$ cat config.mk
export PLATFORM = sky130hd
export DESIGN_NAME = trace_capture_packetizer
export DESIGN_NICKNAME = d
export VERILOG_FILES = /design/src/rtl/trace_capture_packetizer.sv
export SDC_FILE = /design/constraint.sdc
export NUM_CORES = 1
export LEC_CHECK = 0
export ABC_AREA = 1
export CAP_MARGIN = 5
export CORE_ASPECT_RATIO = 1.5
export CORE_MARGIN = 5
export CORE_UTILIZATION = 45
export DETAILED_ROUTE_END_ITERATION = 10
export PLACE_DENSITY = 0.82
export SETUP_SLACK_MARGIN = 0.15
export SKIP_CTS_REPAIR_TIMING = 1
export SYNTH_ARGS = -nofsm -noshare
export SYNTH_HDL_FRONTEND = slang
export SYNTH_SLANG_ARGS = --single-unit
$ cat constraint.sdc
create_clock -name clk -period 6.2 [get_ports clk]
set_input_delay 1.24 -clock clk [delete_from_list [all_inputs] [get_ports clk]]
set_output_delay 1.24 -clock clk [all_outputs]
set_load 0.03 [all_outputs]
$ cat src/rtl/trace_capture_packetizer.sv
// Frames a raw 32-bit trace sample stream into Avalon-ST packets:
// a header beat, 0..PKT_WORDS payload beats, then a trailer beat carrying the word count.
module trace_capture_packetizer #(
  parameter int          PKT_WORDS = 64,
  parameter logic [7:0]  HDR_ID    = 8'hA5
) (
  input  logic        clk,
  input  logic        reset_n,
  input  logic        enable,
  input  logic        flush,
  input  logic        in_valid,
  input  logic [31:0] in_data,
  output logic        in_ready,
  input  logic        out_ready,
  output logic        out_valid,
  output logic [31:0] out_data,
  output logic        out_startofpacket,
  output logic        out_endofpacket,
  output logic [1:0]  out_empty,
  output logic [15:0] pkt_count,
  output logic [7:0]  seq
);

  typedef enum logic [1:0] {S_IDLE, S_PAYLOAD, S_TRAILER} state_e;

  localparam logic [15:0] PKT_W = 16'(PKT_WORDS);

  state_e      state_q, state_d;
  logic [15:0] cnt_q, cnt_d;
  logic [7:0]  seq_q, seq_d;
  logic [15:0] pkt_count_q, pkt_count_d;
  logic        out_valid_q, out_valid_d;
  logic [31:0] out_data_q, out_data_d;
  logic        out_sop_q, out_sop_d;
  logic        out_eop_q, out_eop_d;
  logic [1:0]  out_empty_q, out_empty_d;

  logic        adv;
  logic        accept;
  logic [15:0] cnt_inc;

  // The single output register stage moves whenever it is empty or being drained.
  assign adv      = out_ready | ~out_valid_q;
  assign in_ready = (state_q == S_PAYLOAD) && adv;
  assign accept   = in_valid && in_ready;

  always_comb begin
    state_d     = state_q;
    cnt_d       = cnt_q;
    seq_d       = seq_q;
    pkt_count_d = pkt_count_q;
    out_valid_d = out_valid_q;
    out_data_d  = out_data_q;
    out_sop_d   = out_sop_q;
    out_eop_d   = out_eop_q;
    out_empty_d = out_empty_q;
    cnt_inc     = cnt_q + {15'd0, accept};

    if (adv) begin
      out_valid_d = 1'b0;
      out_sop_d   = 1'b0;
      out_eop_d   = 1'b0;
      out_empty_d = 2'd0;
      case (state_q)
        S_IDLE: begin
          // The sample that opens the packet is only consumed once PAYLOAD is entered.
          if (enable && in_valid) begin
            out_valid_d = 1'b1;
            out_sop_d   = 1'b1;
            out_data_d  = {HDR_ID, seq_q, PKT_W};
            cnt_d       = 16'd0;
            state_d     = S_PAYLOAD;
          end
        end
        S_PAYLOAD: begin
          if (accept) begin
            out_valid_d = 1'b1;
            out_data_d  = in_data;
            cnt_d       = cnt_inc;
          end
          if (cnt_inc == PKT_W || flush || !enable)
            state_d = S_TRAILER;
        end
        S_TRAILER: begin
          out_valid_d = 1'b1;
          out_eop_d   = 1'b1;
          out_empty_d = 2'd2;
          out_data_d  = {cnt_q, 16'h0000};
          seq_d       = seq_q + 8'd1;
          pkt_count_d = pkt_count_q + 16'd1;
          state_d     = S_IDLE;
        end
        default: state_d = S_IDLE;
      endcase
    end
  end

  always_ff @(posedge clk or negedge reset_n) begin
    if (!reset_n) begin
      state_q     <= S_IDLE;
      cnt_q       <= 16'd0;
      seq_q       <= 8'd0;
      pkt_count_q <= 16'd0;
      out_valid_q <= 1'b0;
      out_data_q  <= 32'd0;
      out_sop_q   <= 1'b0;
      out_eop_q   <= 1'b0;
      out_empty_q <= 2'd0;
    end else begin
      state_q     <= state_d;
      cnt_q       <= cnt_d;
      seq_q       <= seq_d;
      pkt_count_q <= pkt_count_d;
      out_valid_q <= out_valid_d;
      out_data_q  <= out_data_d;
      out_sop_q   <= out_sop_d;
      out_eop_q   <= out_eop_d;
      out_empty_q <= out_empty_d;
    end
  end

  assign out_valid         = out_valid_q;
  assign out_data          = out_data_q;
  assign out_startofpacket = out_sop_q;
  assign out_endofpacket   = out_eop_q;
  assign out_empty         = out_empty_q;
  assign pkt_count         = pkt_count_q;
  assign seq               = seq_q;

endmodule

After elaboration in Yosys (flattened, before gate mapping)
Cells that the tools add are included.
W data, S select, Z words.
- $add $sub $neg: 3
- multipliers: 0
- div/mod/pow operators: 0
- $lt $le $gt $ge: 0
- eq/ne operators: 6
- shift operators: 0
- muxes and demuxes: 15
- bitwise logic cells: 2
- reductions and logical operators: 13
- operators with widths (kind ; number):
    $pmux W32 S3 ; 1
    $mux W32 ; 2
    $mux W16 ; 2
    $pmux W16 S2 ; 1
    $add A16 B1 Y16 ; 1
    $add A16 B1 Y16 const B ; 1
    $eq A16 B7 Y1 const B ; 1
    $add A8 B1 Y8 const B ; 1
    $reduce_and A4 Y1 ; 2
    $mux W2 ; 3
    $mux W1 ; 4
    $ne A2 B2 Y1 const B ; 2
    $pmux W2 S2 ; 1
    $logic_and A1 B1 Y1 ; 3
    $pmux W1 S3 ; 1
    $reduce_and A3 Y1 ; 1
    $reduce_bool A3 Y1 ; 1
    $eq A2 B1 Y1 const B ; 1
    $eq A2 B2 Y1 const B ; 1
    $logic_not A2 Y1 ; 1
    $logic_or A1 B1 Y1 ; 2
    $ne A2 B1 Y1 const B ; 1
    $reduce_and A2 Y1 ; 1
    $reduce_bool A2 Y1 ; 1
    other kinds (3) ; 3
- register bits: 79
- bits in latches: 0
- bits in writable memories: 0
- memory bits (read-only): 0
- output and inout bits: 62
- word-level logic and storage cells: 48
- memories: 0

Depth between registers and ports, before layout
- depth after elaboration: 10
- gate-level depth with buffers: 21
- mapped depth without buffers: 20

Worst setup path before layout
OpenSTA, ideal clock, no wires.
- kind: input -> register
- start: input out_ready
- end: register state_q[0]
- arrival: 3295 ps
- required time: 6083 ps
- setup slack: 2789 ps
- stages: 20
- cells stage by stage: inv_1 nand2_2 inv_1 nor2_1 nand2_1 inv_1 ha_1 nand2_4 nor2_8 nand2_4 nand2_2 nand2_1 nor2_1 nand2_1 nor2_1 nand3_1 nand2_2 nand2_2 nand2_1 nand2_1
- cells in the longest elaborated chain, start to end: 9
- ends and longest elaborated chain (element ; line ; source):
    start, declared ; 14 ; input logic out_ready,
    $or A1 B1 Y1 ; 43 ; assign adv = out_ready | ~out_valid_q;
    $logic_and A1 B1 Y1 ; 44 ; assign in_ready = (state_q == S_PAYLOAD) && adv;
    net in_ready ; 13 ; output logic in_ready,
    $logic_and A1 B1 Y1 ; 45 ; assign accept = in_valid && in_ready;
    $add A16 B1 Y16 ; 57 ; cnt_inc = cnt_q + {15'd0, accept};
    $eq A16 B7 Y1 ; 81 ; if (cnt_inc == PKT_W || flush || !enable)
    $logic_or A1 B1 Y1 (2 in a row) ; 81 ;
    $ne A2 B1 Y1 (no source line) ; n/a ;
    $reduce_and A3 Y1 (no source line) ; n/a ;
    end signal, assigned ; 110 ; state_q <= state_d;
    end, declared ; 28 ; state_e state_q, state_d;
The timed path passes the listed nets, and every way through them passes these cells.
A chain may end at the register's enable or synchronous reset.

Final worst setup path
- start: input out_ready
- end: output in_ready
- cells in the longest elaborated chain, start to end: 2
- ends and longest elaborated chain (element ; line):
    $or A1 B1 Y1 ; 43
    $logic_and A1 B1 Y1 ; 44
    end, declared ; 13
Every way passes these cells.

==> results.cfg <==
[timing]
finClkSkew_ps = 5.186
worst_slew_pin_slew_ps = 952.5
rsz0062_at_grt = false
tns_ps = 0
min_period_ps = 3985
fin_crit_sh_pct = 64.28
hold_violations = 0
drv_slew = 0
max_freq_mhz = 250.9
slew_headroom_pct = 36.50
setup_viol = 0

[status]
status = complete, no violations

[synthesis]
synth_area_leaders = dfrtp_1, nand2_1, nand3_1
synth-seq-cells = 77
yosysTopAreaCell = dfrtp_1
synth_nets = 509
synth_edf_count = 0
yosys_most_used_dff = dfrtp_1
synth_cell_types = 39
yosysWarningCount = 0
synth_cells = 462
syn_area_um2 = 3994
syn_area_per_cell_um2 = 8.645
synthArstFlopShare_pct = 100.0
yosysTopAreaCellShare_pct = 48.25
seq_area_frac_synth_pct = 48.25

[pwr]
clockPowerShare_pct = 25.0
power-per-cell-area_nw_per_um2 = 489.6
cellLeakagePower_nw = 2.469
p_total_w = 0.002658
vdd_ir_drop_max_uv = 244.7
switchingPower_w = 0.001078
seq_power_share_pct = 28.6
p_int_w = 0.001579
p_sw_share_pct = 40.58
combPwrFrac_pct = 46.4

[critical_path]
start_kind = input port
cpPeakStageDelay_ps = 700
rrSetupSlack_ps = 3410
slowest_stage = clkdlybuf4s50_1
critPathKind = input port to output port
worstPathMaxFanout = 5
timing.critical_path.cells = clkdlybuf4s50_1, inv_1, nand2_2, inv_1, nor2_1, clkdlybuf4s50_1
crit_required_ps = 4960
worstPathArrival_ps = 2750
cp-end-kind = output port

[route]
wl_per_cell_um = 15.02
top_layer = met4
ant_nets = 0
wl_um = 10060
vias_per_cell = 5.263
vias = 3526
drc = 0
met2_length_um = 5378
dr.first_iter.drc_count = 139
met3WireLength_um = 530
m1WireLength_um = 3940
dr.pass1.iters = 5

[global_routing]
grt_max_degree = 78
grt_antenna_before_repair = 0
grt_pass1_wl_um = 16980
grt_pass1_vias = 3606
grt_overflow = 0
grt_usage_pct = 19.37

[floorplanning]
start_util_pct = 45.51
dieHeight_um = 125.4
die_w_um = 86.92
die-area_um2 = 10900
fp-row-count = 42
boundaryPins = 100
coreArea_um2 = 8776

[finish]
utilization_pct = 61.86
area_growth_pct = 35.93
nNetsFinal = 602
layout_commonest_cell = clkdlybuf4s50_1
layout_common_cells = clkdlybuf4s50_1, nand2_1, dfrtp_1
diodes = 0
drive_above_1_share_pct = 8.214

[placement]
numPortBuffers = 98
gp_congestion = 0.8986
dp_hpwl_um = 7232

[flow_run]
cap_viol_max_count = 0

[clock_network]
clk_pin_slew_ps = 60
clk_path_buf_depth = 2
clock_sinks = 77
cts_tree = done
clock-root-buffer = clkbuf_16
insertion_delay_ps = 330
htree_levels = 3
numCtsBuffers = 9

[worst_hold_path]
min_path_type = register to register
==> per-stage QoR <==
stage	hold WS [ps]	worst slack [ps]	cells	area, um^2
5_1_grt	490.7	2114	670	5429
3_3_place_gp	457.9	2261	654	5047
4_1_cts	475.3	2225	670	5429
2_1_floorplan	489.1	2789	462	3994
6_report	476.0	2215	670	5429
3_5_place_dp	463.6	2234	654	5047
==> synth_stat cells, drive strengths merged, types with 4 or more instances <==
master,n
clkbuf,8
o21a,9
dfrtp,77
xnor2,5
o211ai,12
o21ai,41
xor2,18
mux2,4
inv,60
nor3,5
nand3,47
ha,9
o22ai,11
buf,10
nand2,103
nand4,7
nor2,27
==> area by class of cell <==
| cell class | instances | area [um^2] |
|---|---|---|
| fillers | 731 | 3347 |
| clock buffers | 11 | 252.7 |
| multi-input cells | 306 | 1758 |
| well taps | 110 | 137.6 |
| repair buffers | 100 | 993.5 |
| clock inverters | 5 | 128.9 |
| flip-flops and latches | 77 | 1927 |
| inverters | 61 | 231.5 |
==> worst paths after layout <==
kind	startpoint	end	cells past startpoint
hold / removal	pkt_count[15]	pkt_count[15]	1
setup / recovery	out_ready	in_ready	6
max in group asynchronous	reset_n	cnt_q[7]	1
hold reg to reg	pkt_count[15]	pkt_count[15]	1
min in group asynchronous	reset_n	out_data[2]	1
setup reg to reg	state_q[1]	cnt_q[3]	8
==> cell families (layout without fill, tap and decap cells) <==
| family | count (synthesis) | after routing | share of synthesized area, % |
|---|---|---|---|
| AOI/OAI and AO/OA | 76 | 76 | 11.65 |
| xor gates and xnor gates | 23 | 23 | 5.232 |
| and+or+nand+nor | 193 | 193 | 22.90 |
| adders and majority gates | 9 | 9 | 2.820 |
| muxes | 4 | 4 | 1.128 |
| other | 1 | 1 | 0.09389 |
| buffers and inverters | 79 | 177 | 7.926 |
| DFF | 77 | 77 | 48.25 |
==> power by group through the flow <==
stage          sequential (W)  combinational [W]  clock (W)
6_report             0.000760            0.00123   0.000664
5_1_grt              0.000782            0.00134   0.000697
4_1_cts              0.000761            0.00125   0.000673
3_5_place_dp         0.000767            0.00124          0
3_3_place_gp         0.000759            0.00121          0
2_1_floorplan         0.00102           0.000527          0
==> registers in the layout, indices dropped and copies added (netlist names) <==
register	cells
out_valid	1
out_empty	1
cnt_q	16
out_startofpacket	1
pkt_count	16
state_q	2
seq	8
out_data	32
==> routing by layer <==
layer,GRT usage (%),vias up
met2,34.23,116
li1,-,1701
met3,3.752,16
met4,7.248,0
met5,0,-
met1,22.66,1693
==> critical path, delay by kind of cell <==
family | cells | cell delay, ps
AND/OR/NAND/NOR | 2 | 220
buffers and inverters | 4 | 1290
Power figures use the tool's default switching activity.
